$ cat src/rtl/cpu_pkg.sv
// Shared definitions for the 5-stage 16-bit core: opcodes, forwarding selects,
// shadow stage records and opcode-class helpers.
package cpu_pkg;

  localparam int OPC_BITS = 4;
  localparam int IDX_BITS = 5;

  localparam logic [OPC_BITS-1:0] OP_NOP    = 4'd0;
  localparam logic [OPC_BITS-1:0] OP_ADD    = 4'd1;
  localparam logic [OPC_BITS-1:0] OP_SUB    = 4'd2;
  localparam logic [OPC_BITS-1:0] OP_ADDI   = 4'd3;
  localparam logic [OPC_BITS-1:0] OP_SHLLI  = 4'd4;
  localparam logic [OPC_BITS-1:0] OP_SHRLI  = 4'd5;
  localparam logic [OPC_BITS-1:0] OP_CMP    = 4'd6;
  localparam logic [OPC_BITS-1:0] OP_LOAD   = 4'd7;
  localparam logic [OPC_BITS-1:0] OP_LOADI  = 4'd8;
  localparam logic [OPC_BITS-1:0] OP_STORE  = 4'd9;
  localparam logic [OPC_BITS-1:0] OP_JUMP   = 4'd10;
  localparam logic [OPC_BITS-1:0] OP_JUMPL  = 4'd11;
  localparam logic [OPC_BITS-1:0] OP_JUMPG  = 4'd12;
  localparam logic [OPC_BITS-1:0] OP_JUMPE  = 4'd13;
  localparam logic [OPC_BITS-1:0] OP_JUMPNE = 4'd14;
  localparam logic [OPC_BITS-1:0] OP_MOV    = 4'd15;

  localparam logic [1:0] FWD_RF    = 2'b00;
  localparam logic [1:0] FWD_EXMEM = 2'b01;
  localparam logic [1:0] FWD_MEMWB = 2'b10;

  localparam int EX_S  = 0;
  localparam int MEM_S = 1;
  localparam int WB_S  = 2;

  typedef struct packed {
    logic                valid;
    logic [OPC_BITS-1:0] opcode;
    logic [IDX_BITS-1:0] dest;
  } stage_t;

  localparam stage_t STAGE_BUBBLE = '{valid: 1'b0, opcode: OP_NOP, dest: '0};

  typedef enum logic [1:0] {ST_RUN, ST_STALL, ST_FLUSH} hz_state_t;

  function automatic logic is_writer(input logic [OPC_BITS-1:0] op);
    return op inside {OP_SUB, OP_ADD, OP_ADDI, OP_SHLLI, OP_SHRLI,
                      OP_LOAD, OP_LOADI, OP_MOV};
  endfunction

  function automatic logic uses_src1(input logic [OPC_BITS-1:0] op);
    return op inside {OP_SUB, OP_ADD, OP_ADDI, OP_SHLLI, OP_SHRLI,
                      OP_CMP, OP_LOAD, OP_STORE, OP_MOV};
  endfunction

  function automatic logic uses_src2(input logic [OPC_BITS-1:0] op);
    return op inside {OP_SUB, OP_ADD, OP_CMP, OP_STORE};
  endfunction

  function automatic logic is_jump(input logic [OPC_BITS-1:0] op);
    return op inside {OP_JUMP, OP_JUMPL, OP_JUMPG, OP_JUMPE, OP_JUMPNE};
  endfunction

endpackage

$ cat src/rtl/pipeline_hazard_ctrl_branch_resolve.sv
// Taken/not-taken decision for the instruction in EX, from its opcode and the
// registered {ZF,GF,LF} flags.
module branch_resolve
  import cpu_pkg::*;
(
  input  logic                valid,
  input  logic [OPC_BITS-1:0] opcode,
  input  logic [2:0]          flags,
  output logic                taken
);

  always_comb begin
    taken = 1'b0;
    if (valid && is_jump(opcode)) begin
      case (opcode)
        OP_JUMP:   taken = 1'b1;
        OP_JUMPL:  taken = flags[0];
        OP_JUMPG:  taken = flags[1];
        OP_JUMPE:  taken = flags[2];
        OP_JUMPNE: taken = ~flags[2];
        default:   taken = 1'b0;
      endcase
    end
  end

endmodule

$ cat src/rtl/pipeline_hazard_ctrl.sv
// Hazard and sequencing controller: load-use stalls, branch flushes and
// registered forwarding selects. Optional counters under PERF_CNT_EN.
module pipeline_hazard_ctrl
  import cpu_pkg::*;
#(
  parameter int REG_IDX_W = IDX_BITS,
  parameter int OPC_W     = OPC_BITS,
  parameter int CNT_W     = 16
) (
  input  logic                 clk,
  input  logic                 rst_n,
  input  logic                 id_valid,
  input  logic [OPC_W-1:0]     id_opcode,
  input  logic [REG_IDX_W-1:0] id_src1,
  input  logic [REG_IDX_W-1:0] id_src2,
  input  logic [REG_IDX_W-1:0] id_dest,
  input  logic                 ex_zf,
  input  logic                 ex_gf,
  input  logic                 ex_lf,
  output logic                 stall,
  output logic                 flush_id,
  output logic                 bubble_ex,
  output logic                 pc_sel_target,
  output logic [1:0]           fwd_a,
  output logic [1:0]           fwd_b,
  output logic [2:0]           flags_q,
  output logic [CNT_W-1:0]     stall_cnt,
  output logic [CNT_W-1:0]     flush_cnt
);

  stage_t    stage_q [3];
  hz_state_t state;
  logic      taken;
  logic      load_use;

  branch_resolve u_branch (
    .valid  (stage_q[EX_S].valid),
    .opcode (stage_q[EX_S].opcode),
    .flags  (flags_q),
    .taken  (taken)
  );

  function automatic logic producer_hit(input stage_t s, input logic [REG_IDX_W-1:0] idx);
    return s.valid && is_writer(s.opcode) && (s.dest == idx);
  endfunction

  function automatic logic [1:0] fwd_select(input logic [REG_IDX_W-1:0] idx,
                                            input stage_t ex_s, input stage_t mem_s);
    if (producer_hit(ex_s, idx))  return FWD_EXMEM;
    if (producer_hit(mem_s, idx)) return FWD_MEMWB;
    return FWD_RF;
  endfunction

  // A taken branch outranks load-use: the ID instruction is wrong-path anyway.
  always_comb begin
    load_use = stage_q[EX_S].valid && (stage_q[EX_S].opcode == OP_LOAD) && id_valid &&
               ((uses_src1(id_opcode) && (stage_q[EX_S].dest == id_src1)) ||
                (uses_src2(id_opcode) && (stage_q[EX_S].dest == id_src2)));
    flush_id      = taken && (state != ST_FLUSH);
    pc_sel_target = flush_id;
    stall         = load_use && !flush_id && (state != ST_STALL);
    bubble_ex     = flush_id || stall;
  end

  always_ff @(posedge clk or negedge rst_n) begin
    if (!rst_n) begin
      for (int i = 0; i < 3; i++) stage_q[i] <= STAGE_BUBBLE;
      fwd_a   <= FWD_RF;
      fwd_b   <= FWD_RF;
      flags_q <= 3'b000;
    end else begin
      stage_q[WB_S]  <= stage_q[MEM_S];
      stage_q[MEM_S] <= stage_q[EX_S];
      if (bubble_ex) begin
        stage_q[EX_S] <= STAGE_BUBBLE;
        fwd_a         <= FWD_RF;
        fwd_b         <= FWD_RF;
      end else begin
        stage_q[EX_S] <= '{valid: id_valid, opcode: id_opcode, dest: id_dest};
        fwd_a         <= fwd_select(id_src1, stage_q[EX_S], stage_q[MEM_S]);
        fwd_b         <= fwd_select(id_src2, stage_q[EX_S], stage_q[MEM_S]);
      end
      if (stage_q[EX_S].valid && (stage_q[EX_S].opcode == OP_CMP))
        flags_q <= {ex_zf, ex_gf, ex_lf};
    end
  end

  always_ff @(posedge clk or negedge rst_n) begin
    if (!rst_n) begin
      state <= ST_RUN;
    end else begin
      case (state)
        ST_RUN: begin
          if (flush_id)   state <= ST_FLUSH;
          else if (stall) state <= ST_STALL;
        end
        ST_STALL: state <= ST_RUN;
        ST_FLUSH: state <= ST_RUN;
        default:  state <= ST_RUN;
      endcase
    end
  end

`ifdef PERF_CNT_EN
  logic [CNT_W-1:0] stall_cnt_q;
  logic [CNT_W-1:0] flush_cnt_q;

  // Saturating event counters.
  always_ff @(posedge clk or negedge rst_n) begin
    if (!rst_n) begin
      stall_cnt_q <= '0;
      flush_cnt_q <= '0;
    end else begin
      if (stall && (stall_cnt_q != '1))    stall_cnt_q <= stall_cnt_q + 1'b1;
      if (flush_id && (flush_cnt_q != '1)) flush_cnt_q <= flush_cnt_q + 1'b1;
    end
  end

  assign stall_cnt = stall_cnt_q;
  assign flush_cnt = flush_cnt_q;
`else
  assign stall_cnt = '0;
  assign flush_cnt = '0;
`endif

endmodule

$ cat config.mk
export PLATFORM = sky130hd
export DESIGN_NAME = pipeline_hazard_ctrl
export DESIGN_NICKNAME = d
export VERILOG_FILES = /design/src/rtl/cpu_pkg.sv /design/src/rtl/pipeline_hazard_ctrl_branch_resolve.sv /design/src/rtl/pipeline_hazard_ctrl.sv
export SDC_FILE = /design/constraint.sdc
export NUM_CORES = 1
export LEC_CHECK = 0
export ABC_AREA = 1
export BUFFER_PORTS_ARGS = -buffer_cell sky130_fd_sc_hd__buf_4
export CAP_MARGIN = 40
export CORE_ASPECT_RATIO = 0.6
export CORE_MARGIN = 3
export CORE_UTILIZATION = 35
export CTS_BUF_LIST = sky130_fd_sc_hd__clkbuf_2
export DETAILED_ROUTE_END_ITERATION = 16
export GPL_TIMING_DRIVEN = 0
export HOLD_SLACK_MARGIN = 0.12
export PLACE_DENSITY = 0.63
export SLEW_MARGIN = 15
export SYNTH_ARGS = -nofsm -noshare
export SYNTH_HDL_FRONTEND = slang
export SYNTH_SLANG_ARGS = --single-unit
$ cat constraint.sdc
create_clock -name clk -period 1.7 [get_ports clk]
set_clock_uncertainty 0.2 [all_clocks]
set_input_delay 0.085 -clock clk [delete_from_list [all_inputs] [get_ports clk]]
set_output_delay 0.085 -clock clk [all_outputs]
set_load 0.01 [all_outputs]
==> metrics.log, run 1 <==
INFO  metric routabilityCongestion = 0.838
INFO  metric syn-mean-instance-area = 9.13 um2
INFO  metric design.final.nets = 317
INFO  metric synth.cells.most_frequent = sky130_fd_sc_hd__buf_4, sky130_fd_sc_hd__dfrtp_1, sky130_fd_sc_hd__nand2_1
INFO  metric wire_length_of_the_first_global_routing_pass = 5.40 mm
INFO  metric regToRegEndpoint = stage_q[20]$_DFF_PN0_
INFO  metric io_buffer_count = 35
INFO  metric maxClockFrequency = between 0.5 and 0.6 GHz
INFO  metric timing.critical_path.from = stage_q[21]$_DFF_PN0_
INFO  metric synth_ff_type = sky130_fd_sc_hd__dfrtp_1
INFO  metric min_delay_path_class = input pin to flip-flop
INFO  metric outcome = finished, violations left
INFO  metric vias = between 1000 and 1500
INFO  metric timing.final.ws_setup = -0.296 ns
INFO  metric drt-pass1-iter-count = 4
INFO  metric route.detailed.wl_per_inst = 9.99 um
INFO  metric numCtsBuffers = 5
INFO  metric top_level_ports = 68
INFO  metric timing_hold_violations_final = 0
INFO  metric die_height = around 60 um
INFO  metric grt_start_max_net_pins = 30
INFO  metric reg2reg_from = stage_q[21]$_DFF_PN0_
INFO  metric cts-root-to-sink-buffers = 2
INFO  metric sort_of_element_at_the_start_of_the_critical_path = flip-flop
INFO  metric timing.setup.critical_path_class = flip-flop to output port
INFO  metric clk_pin_slew = 0.13 ns
INFO  metric detail_route.iter0.violations = between 60 and 70
INFO  metric setup_viol_count_final = 12
INFO  metric dpl_cell_area = between 2000 and 2500 um2
INFO  metric antenna_found_initial = 0
INFO  metric netlist.area_leader.share = 0.423
INFO  metric internal_reg_to_reg_setup_slack = -0.07 ns
INFO  metric post_synth_main_area_contributors = sky130_fd_sc_hd__dfrtp_1, sky130_fd_sc_hd__buf_4, sky130_fd_sc_hd__nor2_4
INFO  metric post_route_cells_drive_above_1_share = 0.382
INFO  metric pleak = 1.36 nW
INFO  metric hpwlAfterDp = roughly 2.5 mm
INFO  metric rsz0062_at_grt = yes
INFO  metric detail_route.drc_violations = 0
INFO  metric yosys_warnings = 0
INFO  metric cts.sink_count = 29
INFO  metric finalWirelength = about 3.6 mm
INFO  metric yosysTopAreaCell = sky130_fd_sc_hd__dfrtp_1
INFO  metric yosys_register_bits = 29
INFO  metric cp.required = 1.41 ns
INFO  metric starting_density_of_the_core = 0.368
INFO  metric yosys.cell_types.count = 26
INFO  metric synthesis.instances = roughly 190
INFO  metric post_synth_arst_share = 1.00
INFO  metric antenna_nets_post_route = 0
INFO  metric fillCellCount = 420
INFO  metric design.core.area = between 4000 and 5000 um2
INFO  metric cts_htree_levels = 2
INFO  metric final_area = 2570 um2
INFO  metric std_cell_rows = 19
INFO  metric syn-cell-area = 1720 um2
INFO  metric cts_tree = yes
INFO  metric ir_drop = 314 uV
INFO  metric n_antenna_cell = 0
INFO  metric place_ws = -0.0382 ns
INFO  metric slew_viol_final = 0
INFO  metric floorplan.die_area = 5810 um2
INFO  metric timing.critical_path.to = bubble_ex
INFO  metric post-route-util = 0.552
INFO  metric syn2layout_area_growth = 49.7%
INFO  metric cp_max_fo = 4
INFO  metric final_cells = 356
INFO  metric timing.critical_path.to_type = output port
INFO  metric maxCapViolations = 0
INFO  metric clkLatencyLatePin = 0.35 ns
INFO  metric grt_remaining_overflow = 0
INFO  metric power.density_cell_area = approximately 700 nW/um2
INFO  metric ys_seq_area_frac = 0.423
INFO  metric grt_util_all_layers = 0.124
INFO  metric die_width = 96.4 um
INFO  metric vias_per_cell = 3.90
INFO  metric synth_edf_count = 0
INFO  metric violations = negative setup slack
INFO  metric worstPathArrival = 1.71 ns
INFO  metric post-route-period-util = 1.17
INFO  metric cell_at_the_root_of_the_clock_tree = sky130_fd_sc_hd__clkbuf_2
INFO  metric ff2ff_path_depth = 12
INFO  metric first_global_vias = about 1300
INFO  metric period_minus_slack = 2.00 ns
INFO  metric placed_cells = 317
INFO  metric synth_most_common_cell = sky130_fd_sc_hd__buf_4
==> registers in the layout, summed over array words and instances, names as in the netlist <==
name / cells
fwd_a: 2
state: 2
stage_q: 20
flags_q: 3
fwd_b: 2
==> repair_timing <==
action / in CTS / in global routing
pin swaps: 4 / 6
hold buffers: 25 / 0
hold endpoints to repair: 47 / 0
buffers inserted: 4 / 3
setup endpoints to repair: 4 / 20
cloned: 0 / 0
resized for setup: 4 / 10
==> how the worst min path moves through the flow <==
stage	from	to	slack, ns	cells after the start
finish	id_opcode[0]	state[0]$_DFFE_PN0P_	0.21	8
global route	id_opcode[0]	state[0]$_DFFE_PN0P_	0.23	8
CTS	id_opcode[0]	state[0]$_DFFE_PN0P_	0.20	8
detailed placement	rst_n	fwd_a[0]$_DFF_PN0_	-0.18	1
global placement	rst_n	state[1]$_DFFE_PN0P_	-0.17	1
floorplan	rst_n	flags_q[0]$_DFFE_PN0P_	-0.41	0
==> report_power, final <==
group / switching [mW] / total [mW] / internal, mW
sequential: 0.0582 / 0.805 / 0.746
combinational: 0.213 / 0.475 / 0.263
clock: 0.223 / 0.475 / 0.251
total: 0.494 / 1.75 / 1.26
==> kinds of logic after synthesis <==
kind of cell | after synthesis | share of synthesized area
other | 1 | 0.00218
DFF | 29 | 0.423
muxes | 3 | 0.0197
and+or+nand+nor | 71 | 0.221
AOI/OAI and AO/OA | 9 | 0.0306
buffers and inverters | 55 | 0.202
xor gates and xnor gates | 20 | 0.102
==> through the flow <==
step | setup TNS, ns | hold slack [ns] | power [mW]
after floorplan | 0 | -0.411 | 1.07
final | -1.43 | 0.211 | 1.75
after global routing | -3.28 | 0.226 | 1.85
after global placement | -0.0500 | -0.173 | 1.21
after detailed placement | -0.0382 | -0.176 | 1.22
after CTS | -2.09 | 0.198 | 1.74
==> cell type report <==
cell class / count / area [um2] / area share
clock inverters: 2 / 33.8 / 0.0131
plain buffers: 34 / 272 / 0.106
repair buffers: 66 / 577 / 0.224
flip-flops and latches: 29 / 727 / 0.283
inverters: 21 / 78.8 / 0.0307
well taps: 63 / 78.8 / 0.0307
multi-input cells: 135 / 773 / 0.301
clock buffers: 6 / 30.0 / 0.0117
==> layer usage <==
metal | share of wire | global-route usage
met2 | 0.47 | 0.188
met5 | 0 | 0
met1 | 0.46 | 0.166
met3 | 0.051 | 0.0390
met4 | 0.017 | 0.0459
==> placed cells by master (no fill, tap or decap) <==
master                          synthesis  layout
sky130_fd_sc_hd__inv_1                 19      16
sky130_fd_sc_hd__a31oi_1                1       1
sky130_fd_sc_hd__o21ai_2                0       2
sky130_fd_sc_hd__mux2_2                 3       3
sky130_fd_sc_hd__nand2_2                1       2
sky130_fd_sc_hd__buf_4                 33      69
sky130_fd_sc_hd__clkbuf_2               0       6
sky130_fd_sc_hd__or2_2                  1       1
sky130_fd_sc_hd__a21oi_1                2       2
sky130_fd_sc_hd__conb_1                 1      32
sky130_fd_sc_hd__o21ai_0                1       1
sky130_fd_sc_hd__nand3_2                1       1
sky130_fd_sc_hd__dfrtp_2                0       1
sky130_fd_sc_hd__nor2_4                 9       9
sky130_fd_sc_hd__nand2_4                1       1
sky130_fd_sc_hd__xnor2_1               10      10
sky130_fd_sc_hd__nor2_1                19      18
sky130_fd_sc_hd__xor2_1                10      10
sky130_fd_sc_hd__nand2_1               24      23
sky130_fd_sc_hd__nor2_2                 3       4
sky130_fd_sc_hd__o211ai_1               1       1
sky130_fd_sc_hd__nor3_1                 1       1
sky130_fd_sc_hd__inv_2                  2       5
sky130_fd_sc_hd__nand3_1                8       8
sky130_fd_sc_hd__a21oi_2                1       1
sky130_fd_sc_hd__buf_12                 1       1
sky130_fd_sc_hd__nand4_1                3       3
sky130_fd_sc_hd__dlygate4sd3_1          0      25
sky130_fd_sc_hd__bufinv_16              0       1
sky130_fd_sc_hd__dfrtp_1               29      28
sky130_fd_sc_hd__buf_8                  0       1
sky130_fd_sc_hd__clkinv_1               0       1
sky130_fd_sc_hd__buf_6                  0       4
sky130_fd_sc_hd__o21ai_1                3       1
==> worst max-delay path: stages (launching register included) <==
cell and delay [ns]:
sky130_fd_sc_hd__dfrtp_1 0.47, sky130_fd_sc_hd__inv_1 0.08, sky130_fd_sc_hd__nand2_1 0.04, sky130_fd_sc_hd__nand2_1 0.07, sky130_fd_sc_hd__nand2_2 0.06, sky130_fd_sc_hd__nor2_2 0.12, sky130_fd_sc_hd__nand3_1 0.07, sky130_fd_sc_hd__nand2_1 0.09
sky130_fd_sc_hd__nand2_2 0.07, sky130_fd_sc_hd__nand2_4 0.09, sky130_fd_sc_hd__buf_12 0.11, sky130_fd_sc_hd__buf_6 0.09
Power figures use the tool's default switching activity.
==> run 2, diff against run 1 <==
==> constraint.sdc (replaced) <==
create_clock -name clk -period 1.7 [get_ports clk]
set_clock_uncertainty 0.2 [all_clocks]
set_input_delay 0.255 -clock clk [delete_from_list [all_inputs] [get_ports clk]]
set_output_delay 0.255 -clock clk [all_outputs]
set_load 0.01 [all_outputs]
==> metrics.log, run 2 (synthesized netlist as in run 1, its figures left out) <==
INFO  metric antenna_found_initial = 0 (unchanged)
INFO  metric design.final.nets = 314 (-0.95%)
INFO  metric timing.setup.critical_path_class = flip-flop to output port
INFO  metric internal_reg_to_reg_setup_slack = -0.33 ns (-0.26 ns)
INFO  metric worstHoldEndpoint = fwd_a[1]$_DFF_PN0_
INFO  metric cts.sink_count = 29 (unchanged)
INFO  metric detail_route.iter0.violations = 23 (-62%)
INFO  metric post_route_cells_drive_above_1_share = 0.428 (+0.0453)
INFO  metric io_buffer_count = 35 (unchanged)
INFO  metric drt-pass1-iter-count = 4 (unchanged)
INFO  metric wire_length_of_the_first_global_routing_pass = 5.27 mm (-2.3%)
INFO  metric first_global_vias = 1243 (-1.0%)
INFO  metric regMostFlops = stage_q
INFO  metric ff2ff_path_depth = 13 (+1)
INFO  metric critical_path.max_stage_delay = 0.47 ns (about the same)
INFO  metric vias_per_cell = 3.93 (+0.70%)
INFO  metric timing.critical_path.to_type = output port
INFO  metric dpl_cell_area = 2170 um2 (unchanged)
INFO  metric timing.hold.worst_path_depth = 6 (-2)
INFO  metric syn2layout_area_growth = 49.7% (unchanged)
INFO  metric largest_register_ffs = 20 (unchanged)
INFO  metric timing.final.ws_setup = -0.458 ns (-0.162 ns)
INFO  metric clkLatencyLatePin = 0.35 ns (about the same)
INFO  metric hpwlAfterDp = 2.54 mm (unchanged)
INFO  metric cts-root-to-sink-buffers = 2 (unchanged)
INFO  metric ir_drop = 302 uV (-3.6%)
INFO  metric maxCapViolations = 0 (unchanged)
INFO  metric min_delay_path_class = input pin to flip-flop
INFO  metric std_cell_rows = 19 (unchanged)
INFO  metric antenna_nets_post_route = 0 (unchanged)
INFO  metric route.detailed.wl_per_inst = 9.99 um (about the same)
INFO  metric detail_route.drc_violations = 0 (unchanged)
INFO  metric final_area = 2570 um2 (unchanged)
INFO  metric cts_htree_levels = 2 (unchanged)
INFO  metric post-route-period-util = 1.27 (+0.0954)
INFO  metric post-route-util = 0.552 (unchanged)
INFO  metric reg2reg_from = stage_q[24]$_DFF_PN0_
INFO  metric grt_util_all_layers = 0.121 (-0.00270)
INFO  metric crit_path_frequent_cell = sky130_fd_sc_hd__nand2_1
INFO  metric die_width = 96.4 um (unchanged)
INFO  metric floorplan.die_area = 5810 um2 (unchanged)
INFO  metric reg.largest.list = stage_q: 20 flops, flags_q: 3 flops
INFO  metric grt_remaining_overflow = 0 (unchanged)
INFO  metric finalPower = 1.76 mW (+0.21%)
INFO  metric regToRegEndpoint = stage_q[27]$_DFF_PN0_
INFO  metric grt_start_max_net_pins = 30 (unchanged)
INFO  metric slew_viol_final = 0 (unchanged)
INFO  metric vias = 1387 (-0.14%)
INFO  metric starting_density_of_the_core = 0.368 (unchanged)
INFO  metric cp.required = 1.24 ns (-0.17 ns)
INFO  metric period_minus_slack = 2.16 ns (+0.162 ns)
INFO  metric rsz0062_at_grt = yes
INFO  metric top_level_ports = 68 (unchanged)
INFO  metric n_antenna_cell = 0 (unchanged)
INFO  metric cts_tree = yes
INFO  metric outcome = finished, violations left
INFO  metric finalWirelength = 3.53 mm (-0.82%)
INFO  metric critical_path.cell_chain = xnor2_1 -> nand2_1 -> nor2_2 -> nand3_1 -> nand2_1 -> nand2_2 -> nand2_4 -> buf_12 -> buf_6
INFO  metric clk_pin_slew = 0.14 ns (about the same)
INFO  metric pleak = 1.36 nW (about the same)
INFO  metric timing_hold_violations_final = 0 (unchanged)
INFO  metric cp_slowest_cell = sky130_fd_sc_hd__dfrtp_2
INFO  metric place_ws = -0.208 ns (-0.170 ns)
INFO  metric numCtsBuffers = 5 (unchanged)
INFO  metric design.core.area = 4660 um2 (unchanged)
INFO  metric layout.cells.most_common_list = sky130_fd_sc_hd__buf_4, sky130_fd_sc_hd__conb_1, sky130_fd_sc_hd__dfrtp_1
INFO  metric die_height = 60.2 um (unchanged)
INFO  metric worstPathArrival = 1.70 ns (about the same)
INFO  metric maxClockFrequency = 0.463 GHz (-7.5%)
INFO  metric min-delay-start = id_src1[2]
INFO  metric cell_at_the_root_of_the_clock_tree = sky130_fd_sc_hd__clkbuf_2
INFO  metric routabilityCongestion = 0.838 (unchanged)
INFO  metric mostFrequentLayoutCell = sky130_fd_sc_hd__buf_4
INFO  metric violations = negative setup slack
INFO  metric cp_max_fo = 3 (-1)
INFO  metric power.density_cell_area = 684 nW/um2 (+0.21%)
INFO  metric sort_of_element_at_the_start_of_the_critical_path = flip-flop
INFO  metric setup_viol_count_final = 13 (+1)
==> run 2: cell types whose count changed in the layout (fill, tap and decap cells not counted), sizes merged <==
| cell | delta |
|---|---|
| dlygate4sd3 | -8 |
| buf | +5 |
==> run 2: final cells by class <==
| cell class | count | area (um2) |
|---|---|---|
| Fill cell | 417 | 2090 |
| Multi-Input combinational cell | 135 | 786 |
| Sequential cell | 29 | 729 |
| Timing Repair Buffer | 63 | 562 |
| Buffer | 34 | 272 |
| Inverter | 21 | 78.8 |
| Tap cell | 63 | 78.8 |
| Clock inverter | 2 | 33.8 |
| Clock buffer | 6 | 30.0 |
==> run 2: worst max path at each step <==
| stage | start | endpoint | slack [ns] | cells after the start |
|---|---|---|---|---|
| after floorplan | stage_q[20]$_DFF_PN0_ | bubble_ex | 0.08 | 8 |
| after global placement | stage_q[20]$_DFF_PN0_ | bubble_ex | -0.22 | 9 |
| after detailed placement | stage_q[23]$_DFF_PN0_ | bubble_ex | -0.21 | 8 |
| after CTS | stage_q[20]$_DFF_PN0_ | bubble_ex | -0.49 | 9 |
| after global routing | stage_q[21]$_DFF_PN0_ | bubble_ex | -0.60 | 11 |
| final | stage_q[20]$_DFF_PN0_ | bubble_ex | -0.46 | 9 |
==> run 2: power by group <==
group	internal, mW	switching [mW]
clock	0.251	0.223
sequential	0.747	0.0588
combinational	0.265	0.213
==> run 2: repair_timing <==
item                                   CTS  global route
resized for setup                        4            24
hold buffers                            17             0
setup buffers                            4             8
pin swaps                                4             8
setup endpoints to repair                4            22
endpoints found under the hold margin   44             0
==> run 2: metal layers <==
| metal | share of wire | up-vias | GRT usage |
|---|---|---|---|
| met5 | 0 | - | 0 |
| met4 | 0.017 | 0 | 0.0519 |
| met3 | 0.060 | 8 | 0.0365 |
| met2 | 0.48 | 41 | 0.183 |
| met1 | 0.45 | 620 | 0.162 |
| li1 | - | 718 | - |
==> run 2: metrics by stage <==
| step | hold WS, ns | instances | setup TNS, ns |
|---|---|---|---|
| final | 0.131 | 353 | -2.95 |
| after global placement | -0.00341 | 317 | -0.220 |
| after floorplan | -0.241 | 219 | 0 |
| after detailed placement | -0.00575 | 317 | -0.212 |
| after global routing | 0.140 | 353 | -4.88 |
| after CTS | 0.125 | 346 | -2.77 |
==> run 2: worst max-delay path, delay by kind of cell, from the launching register on <==
| family | cells | cell delay, ns |
|---|---|---|
| XOR/XNOR | 1 | 0.16 |
| AND/OR/NAND/NOR | 6 | 0.53 |
| buffers and inverters | 2 | 0.19 |
| flip-flops | 1 | 0.47 |
